`src/rtl/operand_issue_pkg.sv`:
```
// Shared opcode codes and instruction field layout for the operand issue pipeline.
// Combinational definitions only; no latency.
// No flow control in this file.
package operand_issue_pkg;

    typedef enum logic [2:0] {
        OP_ADD  = 3'd0,
        OP_SUB  = 3'd1,
        OP_AND  = 3'd2,
        OP_XOR  = 3'd3,
        OP_COM  = 3'd4,
        OP_MUL  = 3'd5,
        OP_ADDI = 3'd6,
        OP_NOP  = 3'd7
    } op_e;

    // Field positions: [15:13] op, [12:10] rd, [9:7] rs1, [6:4] rs2, [3:0] imm.
    typedef struct packed {
        logic [2:0] op;
        logic [2:0] rd;
        logic [2:0] rs1;
        logic [2:0] rs2;
        logic [3:0] imm;
    } instr_t;

    function automatic logic writes_reg(input op_e op, input logic [2:0] rd);
        return (op != OP_NOP) && (rd != 3'd0);
    endfunction

endpackage

```
`src/rtl/operand_issue_regfile_8x.sv`:
```
// 8-entry register file, r0 hardwired to zero; 2 async read ports, 1 sync write port.
// Reads are combinational; writes land on the rising edge.
// No backpressure.
module regfile_8x #(
    parameter int DSIZE = 4
) (
    input  logic             clk,
    input  logic             rst_n,
    input  logic [2:0]       ra1,
    input  logic [2:0]       ra2,
    output logic [DSIZE-1:0] rd1,
    output logic [DSIZE-1:0] rd2,
    input  logic             we,
    input  logic [2:0]       wa,
    input  logic [DSIZE-1:0] wd
);

    logic [DSIZE-1:0] mem [8];

    always_ff @(posedge clk or negedge rst_n) begin
        if (!rst_n) begin
            for (int i = 0; i < 8; i++) mem[i] <= '0;
        end else if (we && (wa != 3'd0)) begin
            mem[wa] <= wd;
        end
    end

    assign rd1 = (ra1 == 3'd0) ? '0 : mem[ra1];
    assign rd2 = (ra2 == 3'd0) ? '0 : mem[ra2];

endmodule

```
`src/rtl/operand_issue.sv`:
```
// Two-stage operand issue: ISS drives the external ALU, WB retires the result.
// Latency 2 edges from acceptance to res_valid; 1 instr/cycle sustained.
// res_ready low stalls WB then ISS; in_ready drops once both are occupied.
module operand_issue
    import operand_issue_pkg::*;
#(
    parameter int DSIZE = 4
) (
    input  logic             clk,
    input  logic             rst_n,
    input  logic             in_valid,
    output logic             in_ready,
    input  logic [15:0]      in_instr,
    output logic [DSIZE-1:0] alu_a,
    output logic [DSIZE-1:0] alu_b,
    output logic [2:0]       alu_op,
    input  logic [DSIZE-1:0] alu_out,
    output logic             res_valid,
    input  logic             res_ready,
    output logic [2:0]       res_rd,
    output logic [DSIZE-1:0] res_data,
    output logic             res_we
);

    instr_t           ins;
    op_e              ins_op;
    op_e              iss_op;
    logic             iss_vld;
    logic             iss_we;
    logic [2:0]       iss_rd;
    logic             wb_fire;
    logic             iss_adv;
    logic             accept;
    logic [DSIZE-1:0] rf_rd1;
    logic [DSIZE-1:0] rf_rd2;
    logic [DSIZE-1:0] opa;
    logic [DSIZE-1:0] opb;

    assign ins    = instr_t'(in_instr);
    assign ins_op = op_e'(ins.op);

    assign wb_fire  = res_valid && res_ready;
    assign iss_adv  = iss_vld && (!res_valid || wb_fire);
    assign in_ready = rst_n && (!iss_vld || iss_adv);
    assign accept   = in_valid && in_ready;
    assign alu_op   = iss_op;

    regfile_8x #(.DSIZE(DSIZE)) u_rf (
        .clk   (clk),
        .rst_n (rst_n),
        .ra1   (ins.rs1),
        .ra2   (ins.rs2),
        .rd1   (rf_rd1),
        .rd2   (rf_rd2),
        .we    (wb_fire && res_we),
        .wa    (res_rd),
        .wd    (res_data)
    );

    // Youngest producer wins: ISS overrides WB overrides the register file.
    // A set we-flag already implies rd != 0, so r0 never forwards.
    always_comb begin
        opa = rf_rd1;
        opb = rf_rd2;
        if (res_valid && res_we && (res_rd == ins.rs1)) opa = res_data;
        if (res_valid && res_we && (res_rd == ins.rs2)) opb = res_data;
        if (iss_vld && iss_we && (iss_rd == ins.rs1))   opa = alu_out;
        if (iss_vld && iss_we && (iss_rd == ins.rs2))   opb = alu_out;
        if (ins_op == OP_ADDI)                          opb = DSIZE'(ins.imm);
    end

    always_ff @(posedge clk or negedge rst_n) begin
        if (!rst_n) begin
            iss_vld <= 1'b0;
            iss_op  <= OP_NOP;
            iss_rd  <= 3'd0;
            iss_we  <= 1'b0;
            alu_a   <= '0;
            alu_b   <= '0;
        end else if (accept) begin
            iss_vld <= 1'b1;
            iss_op  <= ins_op;
            iss_rd  <= ins.rd;
            iss_we  <= writes_reg(ins_op, ins.rd);
            alu_a   <= opa;
            alu_b   <= opb;
        end else if (iss_adv) begin
            // Empty ISS presents a NOP with zero operands to the ALU.
            iss_vld <= 1'b0;
            iss_op  <= OP_NOP;
            iss_rd  <= 3'd0;
            iss_we  <= 1'b0;
            alu_a   <= '0;
            alu_b   <= '0;
        end
    end

    always_ff @(posedge clk or negedge rst_n) begin
        if (!rst_n) begin
            res_valid <= 1'b0;
            res_rd    <= 3'd0;
            res_data  <= '0;
            res_we    <= 1'b0;
        end else if (iss_adv) begin
            res_valid <= 1'b1;
            res_rd    <= iss_rd;
            res_data  <= alu_out;
            res_we    <= iss_we;
        end else if (wb_fire) begin
            res_valid <= 1'b0;
            res_rd    <= 3'd0;
            res_data  <= '0;
            res_we    <= 1'b0;
        end
    end

endmodule

```
`config.mk`:
```
export PLATFORM = sky130hd
export DESIGN_NAME = operand_issue
export DESIGN_NICKNAME = d
export VERILOG_FILES = /design/src/rtl/operand_issue_pkg.sv /design/src/rtl/operand_issue_regfile_8x.sv /design/src/rtl/operand_issue.sv
export SDC_FILE = /design/constraint.sdc
export NUM_CORES = 1
export LEC_CHECK = 0
export CAP_MARGIN = 0
export CORE_MARGIN = 2
export CORE_UTILIZATION = 58
export CTS_CLUSTER_DIAMETER = 60
export CTS_CLUSTER_SIZE = 10
export DETAILED_ROUTE_END_ITERATION = 8
export PLACE_DENSITY = 0.89
export SYNTH_ARGS = -nofsm -noshare
export SYNTH_HDL_FRONTEND = slang
export SYNTH_HIERARCHICAL = 1
export SYNTH_SLANG_ARGS = --single-unit
```
`constraint.sdc`:
```
create_clock -name clk -period 4.91 [get_ports clk]
set_clock_uncertainty 0.1 [all_clocks]
set_input_delay 1.2275 -clock clk [delete_from_list [all_inputs] [get_ports clk]]
set_output_delay 1.2275 -clock clk [all_outputs]
set_load 0.01 [all_outputs]
```
### Word-level counts from Yosys, hierarchy flattened

Cells that the tools add are included.

* register bits after elaboration: 57
* input bits: 24
* output and inout bits: 21
* word-level logic and storage cells: 88

* order comparisons: 4
* eq/ne operators: 6
* mux-type cells: 33
* bitwise logic cells: 3
* reduce and logical (&&, ||, !) cells: 24

Operators by type and width (count)
* $mux W4: 17
* $bwmux W32: 1
* $bmux W4 S3: 2
* $mux W3: 6
* $logic_and A1 B1 Y1: 14
* $demux W4 S3: 1
* $eq A3 B3 Y1: 4
* $ge A4 B4 Y1 const B: 3
* $not A3 Y4: 3
* $logic_not A3 Y1: 2
* $mux W1: 6
* $reduce_bool A3 Y1: 2
* $lt A4 B1 Y1 const B: 1
* $reduce_bool A2 Y1: 2
* $eq A3 B3 Y1 const B: 1
* $ne A3 B3 Y1 const B: 1
* $logic_not A1 Y1: 2
* $logic_or A1 B1 Y1: 2

### Depth between registers and ports, before layout

Gate-level depths: netlist of run 1.

* depth after elaboration: 9
* gate-level depth with buffers: 8
* depth with buffers taken out: 6

### Hierarchy

The synthesis of run 1 kept the hierarchy.

Modules (own cells, without submodules)
* regfile_8x: instances 1, cells each 123, area each 1646.6 µm², sequential area each 700.7 µm²
* operand_issue: instances 1, cells each 125, area each 1346.3 µm², sequential area each 629.4 µm²

### Worst setup path after synthesis of run 1

OpenSTA, ideal clock, no wires.

* path type: in2out
* start point: input res_ready
* end point: output in_ready
* data arrival time: 1604 ps
* data required time: 3583 ps
* path slack: 1979 ps
* stages: 2
* buffers on the path: 0
* cells stage by stage: nand3b_1 > and2_1

* word-level cells in the longest chain between the ends: 5

RTL lines
* from (decl): RTL line operand_issue.sv:19 `input logic res_ready,`
* $logic_and A1 B1 Y1: RTL line operand_issue.sv:42 `assign wb_fire = res_valid && res_ready;`
* $logic_or A1 B1 Y1: RTL line operand_issue.sv:43 `assign iss_adv = iss_vld && (!res_valid || wb_fire);`
* $logic_and A1 B1 Y1: RTL line operand_issue.sv:43
* $logic_or A1 B1 Y1: RTL line operand_issue.sv:44 `assign in_ready = rst_n && (!iss_vld || iss_adv);`
* $logic_and A1 B1 Y1: RTL line operand_issue.sv:44
* to (decl): RTL line operand_issue.sv:12 `output logic in_ready,`

No other way between the ends.

### Final worst setup path of run 1

Ends and elaborated chain as after synthesis.

==> PnR_summary.wiki, run 1 <==
{| class="wikitable"
! Metric !! Value
|-
| Sum Neg Setup Slack || 0 ns
|-
| Total routing resource utilization after global routing || 0.276
|-
| Count of cells along the worst register-to-register path || 4
|-
| Routed WL || between 7000 and 8000 um
|-
| Synthesis Warnings || 6
|-
| Number of detailed-route iterations in the first pass || 5
|-
| Initial standard-cell utilization of the core || 0.594
|-
| Remaining number of nets flagged by the antenna check after routing || 0
|-
| IO Port Bufs || 44
|-
| Maximum resistive drop on vdd || 0.221 mV
|-
| Clock tree from TritonCTS || yes
|-
| Horiz. Die Dim || ~76 um
|-
| Later-pin clock latency in the skew report || approximately 0.3 ns
|-
| Cell repeated most along the worst path || clkdlybuf4s50_1
|-
| Wire length of the first global-routing pass || approximately 12000 um
|-
| Setup violators final || 0
|-
| Inserted Clock Buffers || 5
|-
| Antenna violations before repair || 0
|-
| Cell Count Post-Placement || 355
|-
| Sequential cell area fraction in the yosys report || 0.444
|-
| Fill cell instance count of the final layout || approximately 370
|-
| Syn_area_per_cell || ~12 um2
|-
| Portion of synthesized cell area occupied by the leading cell type || 0.418
|-
| Post-layout min period || between 3 and 4 ns
|-
| Number of cells on the worst hold path || 1
|-
| Most instantiated cells after synthesis || dfrtp_1 (50), mux2_2 (34), a22o_1 (15)
|-
| Number of register bits inferred by synthesis || 53
|-
| H-Tree Level Count || 2
|-
| Top cells by area in the synthesized netlist || dfrtp_1 (42%), mux2_2 (13%), mux2_4 (5.0%), a22o_1 (4.4%), xor2_1 (3.5%)
|-
| Critical path startpoint category || primary input
|-
| Worst-case register-to-register setup slack || between 2 and 3 ns
|-
| Post-cts gate resize count || 0
|-
| Share of the clock period used by the worst path || 0.794
|-
| Layout overhead on the synthesized area || 19.5%
|-
| Combinational fraction of design power || 0.220
|-
| Count of inserted antenna diode cells || 0
|-
| Layout cell share with drive strength beyond 1 || 0.218
|-
| Leakage dissipation || roughly 1.6 nW
|-
| DRC violations left || 0
|-
| Final Instance Area || between 3000 and 4000 um2
|-
| Placed Area || roughly 3500 um2
|-
| Result of the run || finished, final reports clean
|-
| Worst hold path class || flop to flop
|-
| Post-synth net total || around 270
|-
| Clock sink count || 53
|-
| Cell-internal power || roughly 0.77 mW
|-
| Via count of the routed design || about 2.3k
|-
| Total design power || roughly 1.1 mW
|-
| Final core occ || 0.709
|-
| Sw Pwr || around 0.31 mW
|-
| EDFF count, synth || 0
|-
| Cell taking the most area after synthesis || dfrtp_1
|-
| Crit path required time || about 3.6 ns
|-
| Synth async-reset ratio || 1.00
|-
| Vertical die dimension || about 76 um
|-
| Slew Limit Headroom || 0.413
|-
| Post-CTS Hold Buffers || 0
|-
| Max-slew violation count || 0
|-
| Setup bufs post-CTS || 0
|-
| Delay of the slowest critical-path stage || between 0.5 and 0.6 ns
|-
| Post-detailed-route wirelength per cell || 20.1 um
|-
| Vias per std cell || roughly 6.4
|-
| Placeable core region || between 5000 and 6000 um2
|-
| First DRT Iteration DRCs || ~210
|-
| Most used standard cell by instance count after synthesis || dfrtp_1
|-
| Unrepaired setup endpoints after global routing || no
|-
| FMAX || 256 MHz
|-
| Number of violations of the max-capacitance limit || 0
|-
| Sum of net half-perimeters after detailed placement || between 5000 and 6000 um
|-
| Boundary Pins || 45
|-
| Global placement routability congestion || 0.880
|-
| Unique cell type count in the Yosys netlist || 48
|-
| Synthesized instance count || 248
|-
| Cell type of the slowest stage on the worst timing path || clkdlybuf4s50_1
|-
| Number of global-route vias before repair || 2305
|-
| Total die area || about 5800 um2
|-
| CP endpoint kind || primary output
|-
| Maximum number of pins on one net before global-route repair || 56
|-
| Synth Flop Type || dfrtp_1
|-
| Number of rows in the core area || 26
|-
| Final non-filler cell total || about 360
|-
| Max clock buf depth || 2
|-
| Sequential share of power || 0.497
|-
| Final net count || about 320
|-
| Data arrival time of the critical path || around 2.6 ns
|-
| Total overflow reported by the global router || 0
|-
| Cells traversed along the worst timing path || clkdlybuf4s50_1 > nand3b_1 > and2_1 > clkdlybuf4s50_1
|-
| Number of hold violations in the final report || 0
|-
| Clk pwr share || 0.283
|-
| Transition at the pin with the smallest max-transition slack || 0.878 ns
|-
| Switching part of the total power || 0.288
|-
| Type of the worst setup path || primary input to primary output
|-
| Pwr per Cell Area || around 300 nW/um2
|-
| Post-CTS clock slew at the launch and capture registers of the worst setup and hold paths || 0.09 ns
|-
| Combined area of all synthesized cells || about 3000 um2
|-
| Maximum fanout along the worst path || 4
|-
| CTS root buf || clkbuf_8
|}
[layer usage]
| layer | share of wire | GRT usage | vias to the layer above |
|---|---|---|---|
| li1 | - | - | 1060 |
| met1 | 0.44 | 0.374 | 1133 |
| met2 | 0.47 | 0.450 | 110 |
| met3 | 0.067 | 0.0529 | 19 |
| met4 | 0.021 | 0.0838 | 0 |
| met5 | 0 | 0 | - |
[critical path, delay by kind of cell]
family,cells,cell delay (ns)
buffers and inverters,2,1.02
and+or+nand+nor,2,0.33
[flip-flops by register name, summed over array words and instances, names as in the netlist]
register and cells:
alu_a 4, alu_b 4, alu_op 3, iss_rd 3, iss_vld 1, iss_we 1
res_data 4, res_rd 3, res_valid 1, res_we 1, u_rf/mem 28
[cell families (layout without fill, tap and decap cells)]
logic type             Yosys count  count (layout)  share of synthesized area
AO/OA/AOI/OAI                   68              68                      0.184
XOR/XNOR                        12              12                     0.0351
buffers and inverters           14              59                     0.0288
flip-flops                      53              53                      0.444
multiplexers                    52              52                      0.205
AND/OR/NAND/NOR                 49              49                      0.103
[layout by cell type (no fill, tap or decap), types with 8 or more instances in the layout]
| master | count |
|---|---|
| mux2_4 | 10 |
| o41ai_1 | 8 |
| xor2_1 | 12 |
| clkdlybuf4s50_1 | 43 |
| a22o_1 | 15 |
| nor2_1 | 13 |
| mux2_2 | 34 |
| a221oi_1 | 8 |
| mux2i_1 | 8 |
| dfrtp_1 | 50 |
[stage by stage]
| step | hold WS [ns] | worst slack [ns] |
|---|---|---|
| after detailed placement | 0.377 | 1.04 |
| after global placement | 0.389 | 1.07 |
| after global routing | 0.433 | 0.959 |
| final | 0.397 | 1.01 |
| after CTS | 0.401 | 1.02 |
| after floorplan | 0.388 | 1.98 |
[final cells by class]
cell class	count	area [um2]	share of cell area
Sequential cell	53	1330	0.372
Tap cell	70	87.6	0.0245
Clock inverter	1	30.0	0.00840
Multi-Input combinational cell	181	1580	0.441
Inverter	6	22.5	0.00630
Timing Repair Buffer	45	443	0.124
Clock buffer	7	86.3	0.0241
[power groups by stage]
stage	combinational, mW	sequential (mW)	clock, mW
after detailed placement	0.235	0.545	0
final	0.239	0.539	0.307
after CTS	0.238	0.537	0.307
after global placement	0.229	0.544	0
after global routing	0.258	0.544	0.329
after floorplan	0.125	0.536	0
[worst paths after layout]
kind / endpoint / start
max: in_ready / res_ready
min: alu_a[1] / alu_a[1]
max reg2reg: alu_b[2] / res_rd[0]
min reg2reg: alu_a[1] / alu_a[1]
max in group asynchronous: alu_b[2] / rst_n
min in group asynchronous: u_rf/mem[9] / rst_n
Power figures use the tool's default switching activity.
==> run 2, diff against run 1 <==
CORE_UTILIZATION = 49   (was 58)
PLACE_DENSITY = 0.8   (was 0.89)
clock period = 3.3 ns   (was 4.91 ns; I/O delays follow)
==> run 2 against run 1 <==
Effect of this change: final cell count is 3.6% higher; final area is 1.2% higher; worst hold slack better by 0.018 ns; via count is 1.9% higher; clock power is 23% higher; largest power group unchanged; non-clock buffer count is 8 higher; global-route usage is 3.3 points lower; routed wire length is 3.0% higher.
==> PnR_summary.wiki, run 2 (same netlist as run 1, synthesis figures left out) <==
{| class="wikitable"
! Metric !! Value
|-
| Total routing resource utilization after global routing || 0.243 (-0.0335)
|-
| Top library cells by usage in the layout, fill and taps aside || dfrtp_1 (50), clkdlybuf4s50_1 (43), mux2_2 (34)
|-
| H-Tree Level Count || 2 (unchanged)
|-
| Unrepaired setup endpoints after global routing || no
|-
| Final net count || 324 (+2.5%)
|-
| Via count of the routed design || 2366 (+1.9%)
|-
| Vias per std cell || 6.29 (-1.6%)
|-
| Delay of the slowest critical-path stage || 0.53 ns (about the same)
|-
| Post-CTS Hold Buffers || 0 (unchanged)
|-
| Type of the worst setup path || primary input to primary output
|-
| Cell-internal power || 1.08 mW (+40%)
|-
| CP endpoint kind || primary output
|-
| Max-slew violation count || 0 (unchanged)
|-
| Leakage dissipation || 1.60 nW (+1.6%)
|-
| Clock sink count || 53 (unchanged)
|-
| Number of violations of the max-capacitance limit || 0 (unchanged)
|-
| Total overflow reported by the global router || 0 (unchanged)
|-
| Wire length of the first global-routing pass || 12000 um (+3.1%)
|-
| Data arrival time of the critical path || 2.18 ns (-0.39 ns)
|-
| Final Instance Area || 3620 um2 (+1.2%)
|-
| Pwr per Cell Area || 427 nW/um2 (+41%)
|-
| Number of detailed-route iterations in the first pass || 4 (-1)
|-
| Final non-filler cell total || 376 (+3.6%)
|-
| Maximum resistive drop on vdd || 0.311 mV (+41%)
|-
| Horiz. Die Dim || 82.2 um (+8.3%)
|-
| Setup violators final || 0 (unchanged)
|-
| Inserted Clock Buffers || 5 (unchanged)
|-
| Maximum fanout along the worst path || 4 (unchanged)
|-
| Number of hold violations in the final report || 0 (unchanged)
|-
| First DRT Iteration DRCs || 134 (-36%)
|-
| Fill cell instance count of the final layout || 512 (+38%)
|-
| Placed Area || 3530 um2 (+1.9%)
|-
| FMAX || 322 MHz
|-
| Worst path top cell family by delay || buffers and inverters
|-
| DRC violations left || 0 (unchanged)
|-
| Remaining number of nets flagged by the antenna check after routing || 0 (unchanged)
|-
| Combinational fraction of design power || 0.234 (+0.014)
|-
| Number of global-route vias before repair || 2359 (+2.3%)
|-
| Max clock buf depth || 2 (unchanged)
|-
| IO Port Bufs || 44 (unchanged)
|-
| Most frequent standard cell in the layout excluding fill and tap cells || dfrtp_1
|-
| Number of rows in the core area || 28 (+7.7%)
|-
| Count of inserted antenna diode cells || 0 (unchanged)
|-
| Initial standard-cell utilization of the core || 0.505 (-0.0881)
|-
| Post-cts gate resize count || 0 (unchanged)
|-
| Transition at the pin with the smallest max-transition slack || 0.700 ns (-0.179 ns)
|-
| Placeable core region || 5920 um2 (+17%)
|-
| Antenna violations before repair || 0 (unchanged)
|-
| Largest register by flop count || u_rf/mem
|-
| Crit path required time || 2.37 ns (-1.21 ns)
|-
| Sum Neg Setup Slack || 0 ns (unchanged)
|-
| Cell repeated most along the worst path || clkdlybuf4s50_1
|-
| Sw Pwr || 0.466 mW (+49%)
|-
| Maximum number of pins on one net before global-route repair || 56 (unchanged)
|-
| Area of the multi-input gates || 1580 um2 (unchanged)
|-
| Routed WL || 7530 um (+3.0%)
|-
| Later-pin clock latency in the skew report || 0.31 ns (about the same)
|-
| Result of the run || finished, final reports clean
|-
| CTS root buf || clkbuf_8
|-
| Cell Count Post-Placement || 368 (+3.7%)
|-
| Vertical die dimension || 82.2 um (+8.3%)
|-
| Flip-flop count of the largest register, all copies and words added || 28 (unchanged)
|-
| Cell type of the slowest stage on the worst timing path || clkdlybuf4s50_1
|-
| Critical path startpoint category || primary input
|-
| Post-layout min period || ~3.1 ns
|-
| Total die area || 6750 um2 (+17%)
|-
| Setup bufs post-CTS || 0 (unchanged)
|-
| Post-CTS clock slew at the launch and capture registers of the worst setup and hold paths || 0.09 ns (about the same)
|-
| Cells traversed along the worst timing path || clkdlybuf4s50_1 > nand3b_1 > and2_1 > clkdlybuf4s50_1
|-
| Post-detailed-route wirelength per cell || 20.0 um (-0.55%)
|-
| Area of all sequential standard cells || 1330 um2 (unchanged)
|-
| Layout cell share with drive strength beyond 1 || 0.239 (+0.0208)
|-
| Layout overhead on the synthesized area || 20.9%
|-
| Worst hold path class || flop to flop
|-
| Switching part of the total power || 0.302 (+0.0137)
|-
| Boundary Pins || 45 (unchanged)
|-
| Clock tree from TritonCTS || yes
|-
| Slew Limit Headroom || 0.529 (+0.117)
|-
| Global placement routability congestion || 0.927 (+5.3%)
|-
| Worst path bufs/invs || 2 (unchanged)
|-
| Clk pwr share || 0.244 (-0.039)
|-
| Share of the clock period used by the worst path || 0.940
|-
| Sequential share of power || 0.522 (+0.025)
|-
| Sum of net half-perimeters after detailed placement || 5500 um (+5.7%)
|}
[run 2: cell types whose count changed in the layout (fill, tap and decap cells not counted), sizes merged]
cell / before / now
bufinv: 1 / 0
clkinvlp: 0 / 1
buf: 2 / 10
[run 2: final timing paths]
kind                       startpoint  cells past startpoint  slack (ns)            to
setup / recovery            res_ready                      4        0.20      in_ready
hold / removal               alu_b[3]                      1        0.41      alu_b[3]
setup reg to reg            res_rd[1]                      4        1.27      alu_a[1]
hold reg to reg              alu_b[3]                      1        0.41      alu_b[3]
max in group asynchronous       rst_n                      2        2.08   u_rf/mem[7]
min in group asynchronous       rst_n                      2        0.56  u_rf/mem[22]
[run 2: area by class of cell]
class	instances	area share
clock buffers	7	0.0239
multi-input cells	181	0.436
well taps	75	0.0259
clock inverters	1	0.00207
flip-flops and latches	53	0.367
repair buffers	53	0.139
inverters	6	0.00622
[run 2: power groups by stage]
stage | sequential, mW | clock [mW] | combinational, mW
global placement | 0.814 | 0 | 0.349
finish | 0.806 | 0.377 | 0.362
detailed placement | 0.816 | 0 | 0.360
CTS | 0.804 | 0.391 | 0.362
global route | 0.816 | 0.416 | 0.389
floorplan | 0.798 | 0 | 0.186
[run 2: per-layer routing]
metal,global-route usage,part of all wire,vias up
met3,0.0478,0.067,10
met2,0.395,0.46,101
li1,-,-,1068
met1,0.326,0.45,1187
met4,0.0817,0.017,0
met5,0,0,-
[run 2: worst reg2reg max path: stages (launching register included)]
cell       delay, ns
dfrtp_1         0.66
xor2_1          0.23
or4_4           0.56
o211a_1         0.23
o2bb2ai_1       0.17
[run 2: per-stage QoR]
stage                     total power, mW  hold slack (ns)  setup WS, ns   util
after floorplan                     0.984            0.388          1.10      -
after global placement               1.16            0.390         0.255  0.596
after detailed placement             1.18            0.390         0.222  0.596
after CTS                            1.56            0.425         0.210  0.611
after global routing                 1.62            0.456         0.159  0.611
final                                1.55            0.415         0.197  0.611
==> run 3, diff against run 2 <==
CTS_CLUSTER_DIAMETER = default   (was 60)
==> results of run 3 <==
Final layout, timing and power as in run 2 (identical DEF).
